**src/rtl/perf_window_ctrl.sv**
```systemverilog
// rtl/perf_window_ctrl.sv - windowed total/recovery cycle counter with restoring-divide overhead percentage
module perf_window_ctrl #(
    parameter bit AUTO_RESTART = 1'b0
) (
    input  logic        clk,
    input  logic        reset,
    input  logic        start,
    input  logic        stop,
    input  logic [31:0] cfg_window_len,
    input  logic        recovery_active,
    input  logic        result_ready,
    output logic        busy,
    output logic        result_valid,
    output logic [7:0]  result_pct,
    output logic [31:0] result_total,
    output logic [31:0] result_recov,
    output logic        early_stop,
    output logic [15:0] window_count
);

    typedef enum logic [1:0] {
        S_IDLE,
        S_MEASURE,
        S_DIVIDE,
        S_HOLD
    } state_t;

    state_t      state, state_nx;
    logic [31:0] len_q;
    logic [31:0] total_q;
    logic [31:0] recov_q;
    logic        early_q;
    logic [31:0] rem_q;
    logic [6:0]  low_q;
    logic [6:0]  quot_q;
    logic [2:0]  iter_q;

    logic [31:0] total_inc;
    logic [31:0] recov_inc;
    logic        term_hit;
    logic        window_end;
    logic [38:0] dividend;
    logic [32:0] trial;
    logic        trial_ge;
    logic [31:0] trial_sub;
    logic        handshake;
    logic        open_window;
    logic        div_last;

    assign busy         = (state != S_IDLE);
    assign result_valid = (state == S_HOLD);
    assign handshake    = result_valid && result_ready;
    assign div_last     = (iter_q == 3'd6);

    always_comb begin
        total_inc   = total_q + 32'd1;
        recov_inc   = recov_q + {31'd0, recovery_active};
        term_hit    = (total_inc == len_q);
        window_end  = term_hit || stop;
        // recov*100 as shift-adds: 64 + 32 + 4
        dividend    = ({7'd0, recov_inc} << 6) + ({7'd0, recov_inc} << 5) + ({7'd0, recov_inc} << 2);
        trial       = {rem_q, low_q[6]};
        trial_ge    = (trial >= {1'b0, total_q});
        trial_sub   = trial[31:0] - total_q;
        open_window = (cfg_window_len != 32'd0) &&
                      (((state == S_IDLE) && start) ||
                       ((state == S_HOLD) && handshake && AUTO_RESTART));
    end

    always_ff @(posedge clk or posedge reset) begin
        if (reset) begin
            state <= S_IDLE;
        end else begin
            state <= state_nx;
        end
    end

    always_comb begin
        state_nx = state;
        case (state)
            S_IDLE:    if (open_window) state_nx = S_MEASURE;
            S_MEASURE: if (window_end) state_nx = S_DIVIDE;
            S_DIVIDE:  if (div_last) state_nx = S_HOLD;
            S_HOLD:    if (handshake) state_nx = open_window ? S_MEASURE : S_IDLE;
            default:   state_nx = S_IDLE;
        endcase
    end

    always_ff @(posedge clk or posedge reset) begin
        if (reset) begin
            len_q        <= 32'd0;
            total_q      <= 32'd0;
            recov_q      <= 32'd0;
            early_q      <= 1'b0;
            rem_q        <= 32'd0;
            low_q        <= 7'd0;
            quot_q       <= 7'd0;
            iter_q       <= 3'd0;
            result_pct   <= 8'd0;
            result_total <= 32'd0;
            result_recov <= 32'd0;
            early_stop   <= 1'b0;
            window_count <= 16'd0;
        end else begin
            if (open_window) begin
                len_q   <= cfg_window_len;
                total_q <= 32'd0;
                recov_q <= 32'd0;
            end
            if (state == S_MEASURE) begin
                total_q <= total_inc;
                recov_q <= recov_inc;
                if (window_end) begin
                    // quotient <= 100 < 128 guarantees the top 32 bits are already below the divisor
                    rem_q   <= dividend[38:7];
                    low_q   <= dividend[6:0];
                    quot_q  <= 7'd0;
                    iter_q  <= 3'd0;
                    early_q <= stop && !term_hit;
                end
            end
            if (state == S_DIVIDE) begin
                rem_q  <= trial_ge ? trial_sub : trial[31:0];
                low_q  <= {low_q[5:0], 1'b0};
                quot_q <= {quot_q[5:0], trial_ge};
                iter_q <= iter_q + 3'd1;
                if (div_last) begin
                    result_pct   <= {1'b0, quot_q[5:0], trial_ge};
                    result_total <= total_q;
                    result_recov <= recov_q;
                    early_stop   <= early_q;
                    window_count <= window_count + 16'd1;
                end
            end
        end
    end

endmodule

```
**config.mk**
```make
export PLATFORM = sky130hd
export DESIGN_NAME = perf_window_ctrl
export DESIGN_NICKNAME = d
export VERILOG_FILES = /design/src/rtl/perf_window_ctrl.sv
export SDC_FILE = /design/constraint.sdc
export NUM_CORES = 1
export LEC_CHECK = 0
export ABC_AREA = 0
export CORE_MARGIN = 2
export CORE_UTILIZATION = 28
export DETAILED_ROUTE_END_ITERATION = 10
export PLACE_DENSITY = 0.54
export SLEW_MARGIN = 20
export SYNTH_ARGS = -nofsm -noshare
export SYNTH_HDL_FRONTEND = slang
export SYNTH_SLANG_ARGS = --single-unit
```
**constraint.sdc**
```tcl
create_clock -name clk -period 8.4 [get_ports clk]
set_input_delay 0.84 -clock clk [delete_from_list [all_inputs] [get_ports clk]]
set_output_delay 0.84 -clock clk [all_outputs]
set_load 0.005 [all_outputs]
```
### Word-level counts from Yosys, hierarchy flattened

Index checks and enable logic that the tools add are counted.

| word-level totals | value |
|---|---|
| register bits after elaboration | 235 |
| bits of input ports | 38 |
| output and inout port bits | 91 |
| logic and storage cells | 69 |

| operators by class | value |
|---|---|
| $add $sub $neg | 7 |
| $lt $le $gt $ge | 1 |
| eq/ne operators | 9 |
| mux-type cells | 22 |
| reduce and logical (&&, ||, !) cells | 16 |

Operators with widths:

| operator | number |
|---|---|
| $mux 32 | 7 |
| $add 38x37->39 | 1 |
| $add 39x34->39 | 1 |
| $ge 33x32->1 | 1 |
| $add 32x1->32 | 1 |
| $add 32x1->32 const B | 1 |
| $eq 32x32->1 | 1 |
| $reduce_bool 32->1 | 1 |
| $sub 32x32->32 | 1 |
| $mux 7 | 3 |
| $mux 6 | 3 |
| $add 16x1->16 const B | 1 |
| $mux 3 | 3 |
| $mux 2 | 4 |
| $pmux 2 s4 | 1 |
| $reduce_bool 2->1 | 4 |
| $ne 2x2->1 const B | 3 |
| $reduce_and 2->1 | 3 |
| $eq 2x2->1 const B | 2 |
| $logic_and 1x1->1 | 4 |
| $reduce_and 4->1 | 1 |
| $add 3x1->3 const B | 1 |
| $eq 3x3->1 const B | 1 |
| $eq 2x1->1 const B | 1 |
| other kinds (5) | 5 |

### Longest topological paths before layout

| depth | value |
|---|---|
| depth in word-level cells | 6 |
| gate-level depth with buffers | 23 |
| gate-level depth less buffers | 21 |

### Worst setup path after synthesis

Ideal clock, no wire load.

| timing path | value |
|---|---|
| kind | register to register |
| start | register recov_q[0] |
| end | register rem_q[30] |
| data arrival time | 4.837 ns |
| required time | 8.277 ns |
| slack | 3.441 ns |
| stages on the path, launching flop included | 23 |
| buffers on the path | 1 |
| clock period less this slack | 4.959 ns |
| path through | dfrtp_1 ha_1 nand4_1 nor3_1 and3_1 and3_1 clkbuf_1 nand4_1 nor3_1 xor2_1 inv_1 fa_1 inv_1 ha_1 a21o_1 a21oi_1 o221ai_1 a21o_1 nor3_1 a21oi_1 a32oi_1 a41oi_1 o221a_2 |

| between the ends | value |
|---|---|
| cells in the longest elaborated chain, start to end | 6 |

Ends and longest elaborated chain:

| item | RTL line | source |
|---|---|---|
| from (decl) | 31 | `logic [31:0] recov_q;` |
| from (signal assigned) | 112 | `recov_q <= recov_inc;` |
| $add 32x1->32 * | 57 | `recov_inc = recov_q + {31'd0, recovery_active};` |
| $add 38x37->39 | 61 | `dividend = ({7'd0, recov_inc} << 6) + ({7'd0, recov_inc} << 5) + ({7'd0, recov_inc} << 2);` |
| $add 39x34->39 * | 61 |  |
| $mux 32 * | 113 | `if (window_end) begin` |
| $mux 32 * | 110 | `if (state == S_MEASURE) begin` |
| $mux 32 * | 122 | `if (state == S_DIVIDE) begin` |
| to (signal assigned) | 115 | `rem_q <= dividend[38:7];` |
| to (signal assigned) | 123 | `rem_q <= trial_ge ? trial_sub : trial[31:0];` |
| to (decl) | 33 | `logic [31:0] rem_q;` |

Mark *: on every way between the ends. The rest lies on a longest branch, timed or not. The select of a mux whose other input is x is not followed.
A chain may end at the register's enable or synchronous reset.

==> reports/results.tsv <==
stage	metric	value	unit
critical_path	Critical Path RT	8.80	ns
critical_path	RR Endpoint	rem_q[31]$_DFFE_PP0P_	
yosys	Synth Flop Type	dfrtp_1	
run_status	run status	finished, final reports clean	
drt	DRT iter0 DRCs	1120	
critical_path	Worst Setup SP	recovery_active	
global_routing	GRT Resource Usage Total	0.173	
yosys	Mapped Area	0.0162	sq mm
pwr	Gate power share	0.504	
drt	drt drc	0	
cts	Num CTS Buffers	27	
yosys	Syn Nets	2031	
final_layout	fraction of layout cells with a size suffix above 1	0.0618	
yosys	Synth cell types	84	
final_layout	Final #Nets	2103	
critical_path	flop-to-flop setup slack	2.57	ns
yosys	asr flop ratio synth	1.00	
drt	DR WL/cell	19.1	um
sta	Final WS setup	2.18	ns
global_routing	first-pass GRT wire length	82.5	mm
pwr	Leak	8.46	nW
yosys	Post-synth EDFFs	0	
die	# rows	88	
sta	Max Slew Vio Count	0	
sta	Tcrit/Tclk final	0.741	
pwr	Power Total	5.71	mW
cts	clk_lat worst skew	0.56	ns
pwr	Pwr Density	299	mW/mm^2
place	GP Congestion	0.900	
yosys	Post-Syn Instances	1884	
yosys	cell taking the most area after synthesis	dfrtp_1	
sta	hold_ws	0.470	ns
yosys	Yosys warning count	0	
yosys	post-synthesis sequential area ratio	0.359	
cts	htree depth	1	
pwr	worst vdd ir	0.178	mV
final_layout	final instance area	0.0191	sq mm
run	maxcap violations	0	
die	Die Wd	245	um
die	Total Die Area	0.0599	sq mm
pwr	Net Sw Frac	0.436	
pwr	total net switching power	2.49	mW
drt	Avg Vias per Cell	5.30	
sta	Achievable Freq	161	MHz
global_routing	vias in the first global route	13900	
cts	Resize count post-CTS	0	
place	cell total after placement	2692	
cts	deepest clock path buffer count	3	
cts	Clock Sinks	233	
place	IO Port Bufs	127	
critical_path	Critical Path AT	6.62	ns
drt	antenna viol nets, final	0	
drt	Routed Wire Length	52.3	mm
pwr	internal power	3.22	mW
sta	setup violators final	0	
cts	clock root cell	clkbuf_16	
cts	Hold Buf Count CTS	0	
sta	min cycle time layout	6.22	ns
drt	vias	14500	
yosys	post-synthesis register bit count	233	
place	pre-CTS WS	1.71	ns
global_routing	grt total ovfl	0	
global_routing	initial antenna violation count	3	
die	die height	245	um
sta	setup TNS	0	ns
critical_path	crit start category	input pin	
die	core footprint	0.0575	sq mm
worst_hold_path	Hold Crit Class	register to register	
final_layout	Syn-to-layout area delta	17.7	%
critical_path	crit end category	register	
critical_path	reg2reg start	recov_q[0]$_DFFE_PP0P_	
final_layout	Non-Filler Instances	2741	
yosys	Mapped Avg Cell Area	8.62	sq um
place	Post-Place Cell Area	0.0182	sq mm
yosys	synth top area cells	dfrtp_1, ha_1, nand2_1	
sta	RSZ-0062 raised after global routing	no	
critical_path	Reg2Reg Depth	17	
cts	TritonCTS clock tree	built	
sta	Slew @ Worst Pin	0.978	ns
sta	Slew HR	0.331	
die	num ports	129	
cts	Worst-path clk slew	0.06	ns
drt	drt pass-1 iters	5	
cts	post-CTS setup buffer count	0	
sta	skew final	0.0205	ns
critical_path	crit path capture	rem_q[31]$_DFFE_PP0P_	
pwr	part of the power in registers	0.281	
critical_path	kind of critical path	input pin to register	
global_routing	largest net degree at the start of global routing	120	
critical_path	largest fanout on the critical path	6	
final_layout	Util after Layout	0.332	
sta	Final Hold Fails	0	
die	initial core utilization	0.283	
pwr	Clock Power Share	0.215	
place	post-DP HPWL	38.2	mm
yosys	Yosys top cell area share	0.359	
==> placed cells by master (no fill, tap or decap), drive strengths merged, types with 12 or more instances in the layout <==
cell type      synthesis  layout
a21o                  26      26
a21oi                 94      94
a31oi                 27      27
and2                  13      13
and3                  28      28
and4                  17      17
clkbuf                81      38
clkdlybuf4s50          0     127
dfrtp                233     233
fa                    13      13
ha                    96      96
inv                  103     103
mux2                  49      49
mux2i                 19      19
nand2                268     268
nand3                 63      63
nand4                 46      46
nor2                  94      94
nor3                  34      34
nor4                  21      21
o21a                  14      14
o21ai                179     179
o21bai                24      24
o31ai                 17      17
or3                   12      12
xnor2                 88      88
xor2                  49      49
==> worst max-delay path, cell delays in order <==
cell	delay [ns]
clkdlybuf4s50_1	0.50
ha_1	0.20
nand4_1	0.13
nor3_1	0.55
nand3_1	0.17
xor2_1	0.43
inv_1	0.11
fa_1	0.38
ha_1	0.37
a2111oi_0	0.40
o21ai_0	0.22
a21oi_1	0.35
o21ai_0	0.35
a221oi_1	0.62
o21ai_0	0.33
a21boi_0	0.26
nor4b_1	0.29
o41ai_1	0.13
==> power by group through the flow <==
stage / Sequential (mW) / Clock, mW / Combinational (mW)
after floorplan: 1.52 / 0 / 2.03
after global placement: 1.62 / 0 / 2.78
after detailed placement: 1.62 / 0 / 2.81
after CTS: 1.61 / 1.26 / 2.83
after global routing: 1.64 / 1.30 / 3.14
final: 1.61 / 1.23 / 2.88
==> synthesized netlist by cell type (all sizes together) (14+ instances only) <==
master	n
xor2	49
o21ai	179
mux2i	19
o21bai	24
buf	14
nor2	94
and3	28
a21oi	94
nor4	21
mux2	49
o31ai	17
a21o	26
nand2	268
and4	17
xnor2	88
ha	96
o21a	14
clkbuf	81
a31oi	27
nor3	34
dfrtp	233
inv	103
nand4	46
nand3	63
==> flip-flops by register name, summed over array words and instances (netlist names), 2 cells and up <==
register,count
len_q,32
recov_q,32
rem_q,32
result_recov,32
result_total,32
total_q,32
window_count,16
result_pct,7
quot_q,6
low_q,5
iter_q,3
state,2
==> per-layer routing <==
metal  vias up  global-route usage  wire [um]
li1       6873                   -          -
met3        80              0.0215       2990
met5         -                   0          0
met2       461               0.266      22400
met4         0              0.0430       1340
met1      7105               0.254      25500
==> final cells by class <==
type | count | area, sq um
fillers | 5999 | 38400
multi-input cells | 1451 | 9660
flip-flops and latches | 233 | 5830
repair buffers | 138 | 1350
well taps | 765 | 957
clock buffers | 38 | 777
inverters | 105 | 402
clock inverters | 10 | 131
diodes | 1 | 2.50
==> worst min-delay path by stage <==
stage | end | slack (ns) | cells after the start | start
global placement | result_pct[6]$_DFFE_PP0P_ | 0.46 | 2 | result_pct[6]$_DFFE_PP0P_
detailed placement | result_recov[13]$_DFFE_PP0P_ | 0.46 | 2 | result_recov[13]$_DFFE_PP0P_
finish | result_pct[4]$_DFFE_PP0P_ | 0.47 | 2 | result_pct[4]$_DFFE_PP0P_
CTS | result_recov[13]$_DFFE_PP0P_ | 0.48 | 2 | result_recov[13]$_DFFE_PP0P_
global route | result_pct[4]$_DFFE_PP0P_ | 0.49 | 2 | result_pct[4]$_DFFE_PP0P_
floorplan | result_pct[6]$_DFFE_PP0P_ | 0.44 | 2 | quot_q[5]$_DFFE_PP0P_
==> cell families after synthesis <==
family,after synthesis,share of synthesized area
flops,233,0.359
xor+xnor,137,0.0743
other cells,1,0.000231
compound gates,494,0.192
buf+inv,200,0.0483
mux,68,0.0457
fa+ha+maj,109,0.0900
simple gates,642,0.191
(Power assumes the default switching activity.)
